`config.mk`:
```
export PLATFORM = sky130hd
export DESIGN_NAME = dmem_arbiter
export DESIGN_NICKNAME = d
export VERILOG_FILES = /design/src/rtl/dmem_arbiter_pkg.sv /design/src/rtl/dmem_arbiter.sv
export SDC_FILE = /design/constraint.sdc
export NUM_CORES = 1
export LEC_CHECK = 0
export ABC_AREA = 1
export BUFFER_PORTS_ARGS = -buffer_cell sky130_fd_sc_hd__buf_2
export CORE_ASPECT_RATIO = 0.5
export CORE_MARGIN = 3
export CORE_UTILIZATION = 24
export CTS_CLUSTER_DIAMETER = 100
export DETAILED_ROUTE_END_ITERATION = 8
export SETUP_SLACK_MARGIN = 0.2
export SYNTH_ARGS = -nofsm -noshare
export SYNTH_HDL_FRONTEND = slang
export SYNTH_SLANG_ARGS = --single-unit
```
`constraint.sdc`:
```
create_clock -name clk -period 1.3 [get_ports clk]
set_input_delay 0.26 -clock clk [delete_from_list [all_inputs] [get_ports clk]]
set_output_delay 0.26 -clock clk [all_outputs]
set_load 0.005 [all_outputs]
```
`src/rtl/dmem_arbiter_pkg.sv`:
```
// Shared owner-state encoding and default DMEM geometry for the data-memory arbiter.
// Imported by dmem_arbiter; holds no logic beyond a counter-width helper.
package dmem_arbiter_pkg;

  typedef enum logic {
    S_CPU = 1'b0,
    S_EXT = 1'b1
  } owner_e;

  localparam int DMEM_ADDR_W = 11;
  localparam int DMEM_DATA_W = 32;

  // Width of a counter that must hold the values 0 .. n-1, never less than one bit.
  function automatic int cnt_w(input int n);
    return (n <= 1) ? 1 : $clog2(n);
  endfunction

endpackage

```
`src/rtl/dmem_arbiter.sv`:
```
// Purpose: shares one DMEM port between the CPU data port and an external loader/debug master.
// Latency: CPU and ext writes commit at the granting edge; ext reads return one cycle after grant.
// Backpressure: CPU is stalled while the ext side owns DMEM; ext_req is held until ext_gnt.
module dmem_arbiter
  import dmem_arbiter_pkg::*;
#(
  parameter int ADDR_W    = DMEM_ADDR_W,
  parameter int DATA_W    = DMEM_DATA_W,
  parameter int MAX_WAIT  = 8,
  parameter int BURST_MAX = 4
) (
  input  logic              clk,
  input  logic              rst,
  input  logic              cpu_cs,
  input  logic              cpu_rd,
  input  logic              cpu_wr,
  input  logic [ADDR_W-1:0] cpu_addr,
  input  logic [DATA_W-1:0] cpu_wdata,
  output logic [DATA_W-1:0] cpu_rdata,
  output logic              cpu_stall,
  input  logic              ext_req,
  input  logic              ext_we,
  input  logic [ADDR_W-1:0] ext_addr,
  input  logic [DATA_W-1:0] ext_wdata,
  output logic              ext_gnt,
  output logic [DATA_W-1:0] ext_rdata,
  output logic              ext_rvalid,
  output logic              dm_ena,
  output logic              dm_w,
  output logic              dm_r,
  output logic [ADDR_W-1:0] dm_addr,
  output logic [DATA_W-1:0] dm_wdata,
  input  logic [DATA_W-1:0] dm_rdata
);

  localparam int WAIT_W = cnt_w(MAX_WAIT);
  localparam int BEAT_W = cnt_w(BURST_MAX);
  localparam logic [WAIT_W-1:0] WAIT_LAST = WAIT_W'(MAX_WAIT - 1);
  localparam logic [BEAT_W-1:0] BEAT_LAST = BEAT_W'(BURST_MAX - 1);

  owner_e            state, state_nxt;
  logic [WAIT_W-1:0] wait_cnt, wait_nxt;
  logic [BEAT_W-1:0] beat_cnt, beat_nxt;
  logic              ext_rd_beat;

  // Port mux is selected purely by the registered owner, never by the live requests.
  always_comb begin
    state_nxt = state;
    wait_nxt  = '0;
    beat_nxt  = '0;
    dm_ena    = cpu_cs;
    dm_w      = cpu_wr;
    dm_r      = cpu_rd;
    dm_addr   = cpu_addr;
    dm_wdata  = cpu_wdata;
    cpu_rdata = dm_rdata;
    cpu_stall = 1'b0;
    ext_gnt   = 1'b0;

    if (state == S_CPU) begin
      if (ext_req && (!cpu_cs || wait_cnt == WAIT_LAST)) begin
        state_nxt = S_EXT;
      end else if (ext_req) begin
        // Only reachable with cpu_cs set and wait_cnt below WAIT_LAST, so no wrap.
        wait_nxt = wait_cnt + 1'b1;
      end
    end else begin
      dm_ena    = ext_req;
      dm_w      = ext_req & ext_we;
      dm_r      = ext_req & ~ext_we;
      dm_addr   = ext_addr;
      dm_wdata  = ext_wdata;
      cpu_rdata = '0;
      cpu_stall = cpu_cs;
      ext_gnt   = ext_req;

      if (!ext_req || (cpu_cs && beat_cnt == BEAT_LAST)) begin
        state_nxt = S_CPU;
      end else begin
        // Saturates so a long idle-CPU burst still yields promptly once the CPU arrives.
        beat_nxt = (beat_cnt == BEAT_LAST) ? beat_cnt : beat_cnt + 1'b1;
      end
    end
  end

  assign ext_rd_beat = ext_gnt & ~ext_we;

  always_ff @(posedge clk) begin
    if (!rst) begin
      state      <= S_CPU;
      wait_cnt   <= '0;
      beat_cnt   <= '0;
      ext_rdata  <= '0;
      ext_rvalid <= 1'b0;
    end else begin
      state      <= state_nxt;
      wait_cnt   <= wait_nxt;
      beat_cnt   <= beat_nxt;
      ext_rvalid <= ext_rd_beat;
      if (ext_rd_beat) begin
        ext_rdata <= dm_rdata;
      end
    end
  end

endmodule

```
# Yosys cells after proc, flatten, opt, wreduce, memory -nomap -nowiden
# Cells that the tools add are included.
[op_classes]
bitwise = 7
mux = 11
addsub = 2
n_reduce_logical = 8
eq_ne = 2
[op_table]
columns = ["op", "n"]
rows = [
  ["32-bit 2-to-1 mux", 2],
  ["11-bit 2-to-1 mux", 1],
  ["1-bit 2-to-1 mux", 8],
  ["1-bit NOT", 4],
  ["4-bit OR reduction", 1],
  ["3-bit by 1-bit adder with 3-bit output (second input constant)", 1],
  ["1-bit AND", 3],
  ["3-bit equality test (second input constant)", 1],
  ["3-bit OR reduction", 1],
  ["2-bit by 1-bit adder with 2-bit output (second input constant)", 1],
  ["2-bit equality test (second input constant)", 1],
  ["1-bit logical AND", 2],
  ["1-bit zero test", 2],
  ["1-bit logical OR", 2],
]
[totals]
wordCells = 35
regBits = 39
in_bits = 125

# Depth between registers and ports, before layout
# Gate-level depths: netlist of the first run.
[logic_depth]
depth_word = 5
ltp_mapped = 7

# Least setup slack after synthesis of the first run
# OpenSTA, ideal clock, no wires.
[synth_timing]
path_type = "reg2out"
startpoint = "reg state"
endpoint = "out dm_addr[1]"
path_buffers = 3
required_time_ns = 1.040
slack_ns = 0.113
stages_incl_launch_ff = 7
arrival_time_ns = 0.927
cell_sequence = "dfxtp_1 -> buf_4 -> inv_1 -> buf_2 -> buf_4 -> nand2_1 -> nand2_1"
[synth_between]
elab_chain_cells = 1
[synth_rtl]
columns = ["element", "line_no", "source"]
rows = [
  ["from (decl)", "dmem_arbiter.sv:41", "owner_e state, state_nxt;"],
  ["from (signal assigned)", "dmem_arbiter.sv:96", "state <= state_nxt;"],
  ["11-bit 2-to-1 mux", "dmem_arbiter.sv:60", "if (state == S_CPU) begin"],
  ["to (decl)", "dmem_arbiter.sv:31", "output logic [ADDR_W-1:0] dm_addr,"],
]
# Every way passes these cells.

# Final worst setup path of the first run
[layout_timing]
startpoint = "reg state"
endpoint = "out cpu_rdata[23]"
[layout_between]
elab_chain_cells = 1
[layout_rtl]
columns = ["element", "line_no", "source"]
rows = [
  ["32-bit 2-to-1 mux", "dmem_arbiter.sv:60", ""],
  ["to (decl)", "dmem_arbiter.sv:19", "output logic [DATA_W-1:0] cpu_rdata,"],
]
# Every way passes these cells.

==> metrics.md, run 1 <==
| Metric | Value |
|---|---|
| Crit path max-delay family | buffers and inverters |
| Synth Area in Adders | between 1.5 and 2% |
| Detailed Routing Iterations Pass 1 | 4 |
| Total power | 3.38 mW |
| CP peak stage delay | 0.40 ns |
| Mux cell area share after synthesis | 0% |
| Avg Inst Size Synth | approximately 5.4 um^2 |
| Hold path cells | 2 |
| Library cells used by synthesis | 15 |
| Register area share after synthesis | between 30 and 40% |
| Cell Area, Placed | 3770 um^2 |
| Overall die width | 149 um |
| Clock Skew | approximately 0.004 ns |
| CTS clock-pin slew for the worst setup and hold paths | 0.06 ns |
| Commonest cells after routing, fill and taps aside | buf_2 (237), nand2_1 (195), nor2_1 (92) |
| Remaining DRCs | 0 |
| RSZ-0062 raised after global routing | yes |
| Yosys reg bits | 39 |
| CP Launch Type | flop |
| CP required | 1.04 ns |
| Worst R2R Path Depth | 6 |
| Min cycle time layout | about 1.5 ns |
| Mapped Cells | ~450 |
| IO Count | 238 |
| # hold bufs at CTS | 0 |
| Htree depth | 2 |
| Met3 Wirelength | roughly 510 um |
| Setup TNS Final | -8.76 ns |
| Slew Viols, Final | 0 |
| Drt total wl | 9320 um |
| Met2 wire len | 4790 um |
| Hold Fails Final Rpt | 0 |
| VDD IR max | between 0.0004 and 0.0005 V |
| IO buf count | approximately 240 |
| Final Non-Filler Cells | a little over 800 |
| Initial antenna violation count | 1 |
| CTS tree | done |
| Reg2reg setup slack | 0.02 ns |
| Synth Area in Compound Gates | 0.410% |
| Final worst slack | -0.173 ns |
| Worst setup EP type | output pin |
| Simple-Gate Fraction of Synth Area | approximately half |
| Clk buf depth | 2 |
| DR WL/cell | between 10 and 15 um |
| Nets | between 800 and 900 |
| Fin crit share | 113% |
| DIE AREA | 11500 um^2 |
| WP data arrival | between 1 and 1.5 ns |
| Total number of vias | between 3000 and 4000 |
| Clock root buffer master | clkbuf_16 |
| TritonCTS Sinks | 39 |
| Pleak | around 2.8 nW |
| Hpwl dp | between 7000 and 8000 um |
| Final setup viols | 80 |
| 1st-iter DRT viols | ~110 |
| Largest net degree at the start of global routing | 41 |
| Fmax | 679 MHz |
| Synth Warn # | 0 |
| Met1 WL | 3860 um |
| Final GP Congestion | 0.772 |
| Worst-path maximum fanout | 8 |
| RR Endpoint | ext_rdata[9] |
| First-pass GRT wire length | 13900 um |
| Final Cell Area | 4240 um^2 |
| Synth Cell Area | 2440 um^2 |
| Main combinational cell family by area after synthesis | simple AND/OR/NAND/NOR gates |
| Pre-CTS WS | 0.118 ns |
| GR Overflow Total | 0 |
| Status | finished, violations left |
| Row Count | 25 |
| Syn-to-layout area delta | 73.7% |
| Buffers and inverters on the worst path | 3 |
| GR Util All Layers | approximately 15% |
| ANT nets after route | 0 |
| Critical path type | flop to output pin |
| CTS buffer count | 5 |
| Synth Area in XOR/XNOR | 0.359% |
| Starting Density | 25.2% |
| Cell Chain, Critical Path | buf_6 -> clkbuf_16 -> nor2_2 -> buf_2 |
| CP max stage cell | dfxtp_4 |
| Vias per cell | 3.88 |
| Ratio of cells with drive above 1 in the final layout | 41.7% |
| Hold crit path type | input pin to flop |
| Worst skew pair latency | 0.28 ns |
| Vias in the first global route | 2933 |
| Min-delay src | ext_we |
| Pwr Density | about 800 nW/um^2 |
| RR Startpoint | state |
| Endpoint of the worst hold path | ext_rvalid |
| Slew @ Worst Pin | 0.165 ns |
| Syn Nets | 581 |
| Failing checks | negative setup slack |
| Core area | 9670 um^2 |
| Height of the chip | a little under 80 um |
| Most common cell after layout, fill and taps aside | buf_2 |
| Dpl cells | roughly 810 |
| Top sig layer | met4 |
| Max-slew headroom | 89.0% |
| Max Cap Violations | 0 |
power by group:
group / total, mW / internal (mW) / switching, mW
Combinational: 0.850 / 0.441 / 0.409
Sequential: 1.24 / 1.22 / 0.0184
Clock: 1.28 / 0.815 / 0.470
Total: 3.38 / 2.48 / 0.897
registers in the layout, summed over array words and instances (netlist names):
signal,count
state,1
wait_cnt,3
ext_rvalid,1
ext_rdata,32
beat_cnt,2
through the flow:
stage	hold slack [ns]	utilization, %
final	0.155	43.8
after global routing	0.144	43.8
after CTS	0.152	42.3
after detailed placement	0.415	39.0
after global placement	0.416	39.0
after floorplan	0.339	-
synthesized netlist by cell type, drive strengths merged:
library cell	n	area [um^2]
a21oi	1	5.00
buf	19	131
clkbuf	6	22.5
dfxtp	39	781
ha	3	37.5
inv	72	270
nand2	203	762
nand3	2	15.0
nor2	104	390
nor3	2	10.0
o21ai	1	5.00
xor2	1	8.76
metal layers:
layer / track usage [%] / vias to the layer above
met1: 16.7 / 1359
met2: 28.5 / 84
met3: 2.60 / 10
met4: 3.78 / 0
met5: 0 / -
li1: - / 1763
cell families (layout without fill, tap and decap cells):
| group | Yosys count | in the layout |
|---|---|---|
| simple gates | 311 | 311 |
| buf+inv | 97 | 337 |
| flops | 39 | 39 |
| fa+ha+maj | 3 | 3 |
| compound gates | 2 | 2 |
| xor+xnor | 1 | 1 |
| other cells | 0 | 1 |
worst max path at each step:
stage | slack [ns] | from | to | cells after the start
finish | -0.17 | state | cpu_rdata[23] | 4
global route | -0.21 | state | cpu_rdata[23] | 4
CTS | -0.14 | state | dm_wdata[13] | 4
detailed placement | 0.12 | state | dm_ena | 5
global placement | 0.14 | state | dm_wdata[22] | 4
floorplan | 0.20 | state | cpu_rdata[10] | 4
worst reg2reg max path: cells and delay by family, from the launching register on:
kind | cells | cell delay (ns)
buffers and inverters | 3 | 0.46
flip-flops | 1 | 0.44
AND/OR/NAND/NOR | 3 | 0.28
what timing repair did:
item	CTS	global route
buffers inserted	2	2
gates resized for setup	14	27
gates cloned	3	2
pin swaps	0	1
endpoints found under the setup margin	97	116
hold endpoints to repair	0	0
cell type report:
cell class              instances  area [um^2]
diodes                          1         2.50
well taps                     135          169
repair buffers                257         1520
fillers                      1042         5430
inverters                      72          275
clock inverters                 1         7.51
multi-input cells             317         1320
clock buffers                   7          153
flip-flops and latches         39          785
(Power assumes the default switching activity.)
==> run 2: changes to the inputs <==
Settings changed: MAX_ROUTING_LAYER from default to met4.
==> metrics.md, run 2 (same netlist as run 1, synthesis figures left out) <==
| Metric | Value |
|---|---|
| CTS buffer count | 5 |
| Reg area | 785 um^2 |
| First-pass GRT wire length | roughly 14000 um |
| VDD IR max | 0.000489 V |
| Hpwl dp | 7140 um |
| Clk pwr share | 37.9% |
| Clock root buffer master | clkbuf_16 |
| GR Overflow Total | 0 |
| Final worst slack | -0.169 ns |
| Hold crit path type | input pin to flop |
| IO buf count | around 240 |
| Total power | 3.37 mW |
| # hold bufs at CTS | 0 |
| Largest regs | ext_rdata: 32 flops, wait_cnt: 3 flops, beat_cnt: 2 flops |
| Most common cell after layout, fill and taps aside | buf_2 |
| Syn-to-layout area delta | 73.9% |
| RSZ-0062 raised after global routing | yes |
| Largest net degree at the start of global routing | 41 |
| Final setup viols | 80 |
| Failing checks | negative setup slack |
| Commonest cells after routing, fill and taps aside | buf_2 (236), nand2_1 (195), nor2_1 (92) |
| GR Layer Usage met3 | 2.13% |
| Status | finished, violations left |
| CTS clock-pin slew for the worst setup and hold paths | around 0.060 ns |
| Total number of vias | around 3200 |
| IO Count | 238 |
| Cell Int Power | 2.48 mW |
| Nets | 820 |
| Row Count | 25 |
| Setup TNS Final | -8.48 ns |
| Gr busiest metal | met2 |
| TritonCTS Sinks | 39 |
| Htree depth | 2 |
| Worst skew pair latency | ~0.28 ns |
| Number of flip-flops in the largest register | 32 |
| Net Sw Power | 892 uW |
| Core area | 9670 um^2 |
| Pleak | between 2 and 3 nW |
| CP required | 1.04 ns |
| Area occupied by multi-input gates | 1320 um^2 |
| Seq pwr share | 36.8% |
| Vias in the first global route | 2929 |
| Critical path type | flop to output pin |
| Cell Area, Placed | about 3800 um^2 |
| ANT nets after route | 0 |
| Final GP Congestion | 0.782 |
| Clock Skew | 0.00455 ns |
| Detailed Routing Iterations Pass 1 | 4 |
| Ratio of cells with drive above 1 in the final layout | 41.7% |
| GR Util All Layers | between 10% and 20% |
| Slew Viols, Final | 0 |
| Max-slew headroom | 89.1% |
| DR WL/cell | 11.3 um |
| Final Cell Area | roughly 4200 um^2 |
| WHS | 0.158 ns |
| Fillers | 1042 |
| Initial antenna violation count | 1 |
| Met1 usage | 16.8% |
| 1st-iter DRT viols | 123 |
| Slew @ Worst Pin | 0.163 ns |
| Fmax | a little under 700 MHz |
| Clk buf depth | 2 |
| DIE AREA | ~11000 um^2 |
| Worst-path maximum fanout | 8 |
| Drt total wl | 9340 um |
| Height of the chip | 77.3 um |
| Starting Density | 25.2% |
| Comb power frac | 25.3% |
| Dpl cells | between 800 and 900 |
| Pwr Density | 796 nW/um^2 |
| Hold Fails Final Rpt | 0 |
| Min cycle time layout | 1.47 ns |
| Met2 GRT Util | 28.5% |
| Register bank with the most flops | ext_rdata |
| Fin crit share | 113% |
| Overall die width | between 100 and 150 um |
| WP data arrival | between 1 and 1.5 ns |
| CP Launch Type | flop |
| Switching Share | a little over a quarter |
| CTS tree | done |
| Final Non-Filler Cells | 829 |
| Remaining DRCs | 0 |
| Max Cap Violations | 0 |
| Worst setup EP type | output pin |
| Vias per cell | 3.88 |
==> run 2: metrics by stage <==
| stage | utilization [%] | worst slack (ns) |
|---|---|---|
| after floorplan | - | 0.198 |
| after global placement | 39.0 | 0.137 |
| after detailed placement | 39.0 | 0.118 |
| after CTS | 42.3 | -0.138 |
| after global routing | 43.9 | -0.208 |
| final | 43.9 | -0.169 |
==> run 2: final timing paths <==
kind / startpoint / endpoint / slack (ns) / cells past startpoint
worst max-delay path: state / cpu_rdata[23] / -0.17 / 4
worst min-delay path: ext_we / ext_rvalid / 0.16 / 2
worst max register to register: state / ext_rdata[9] / 0.02 / 6
worst min register to register: wait_cnt[0] / wait_cnt[0] / 0.43 / 1
==> run 2: area by class of cell <==
class                      count  share of cell area (%)
inverter                      72                    6.49
clock inverter                 1                   0.177
tap                          135                    3.98
sequential                    39                    18.5
antenna                        1                  0.0590
timing repair buffer         257                    36.0
multi-input combinational    317                    31.2
clock buffer                   7                    3.60
==> run 2: routing by layer <==
metal / vias up / share of wire, %
met5: - / 0
met4: 0 / 1.5
met3: 8 / 5.7
met2: 90 / 52
met1: 1355 / 41
li1: 1763 / -
==> run 2: power by group through the flow <==
stage,Clock (mW),Sequential (mW),Combinational [mW]
floorplan,0,1.27,0.325
global placement,0,1.27,0.767
detailed placement,0,1.27,0.772
CTS,1.33,1.24,0.815
global route,1.40,1.25,0.958
finish,1.28,1.24,0.852
==> run 2: what timing repair did <==
item	in CTS	in global routing
setup buffers	2	2
endpoints found under the setup margin	97	116
pin swaps	0	1
gates cloned	3	2
gates resized for setup	14	28
hold endpoints to repair	0	0
==> run 2: worst max-delay path, stage by stage (launching register included) <==
cell and delay (ns):
dfxtp_4 0.40, buf_6 0.15, clkbuf_16 0.17, nor2_2 0.11, buf_2 0.11
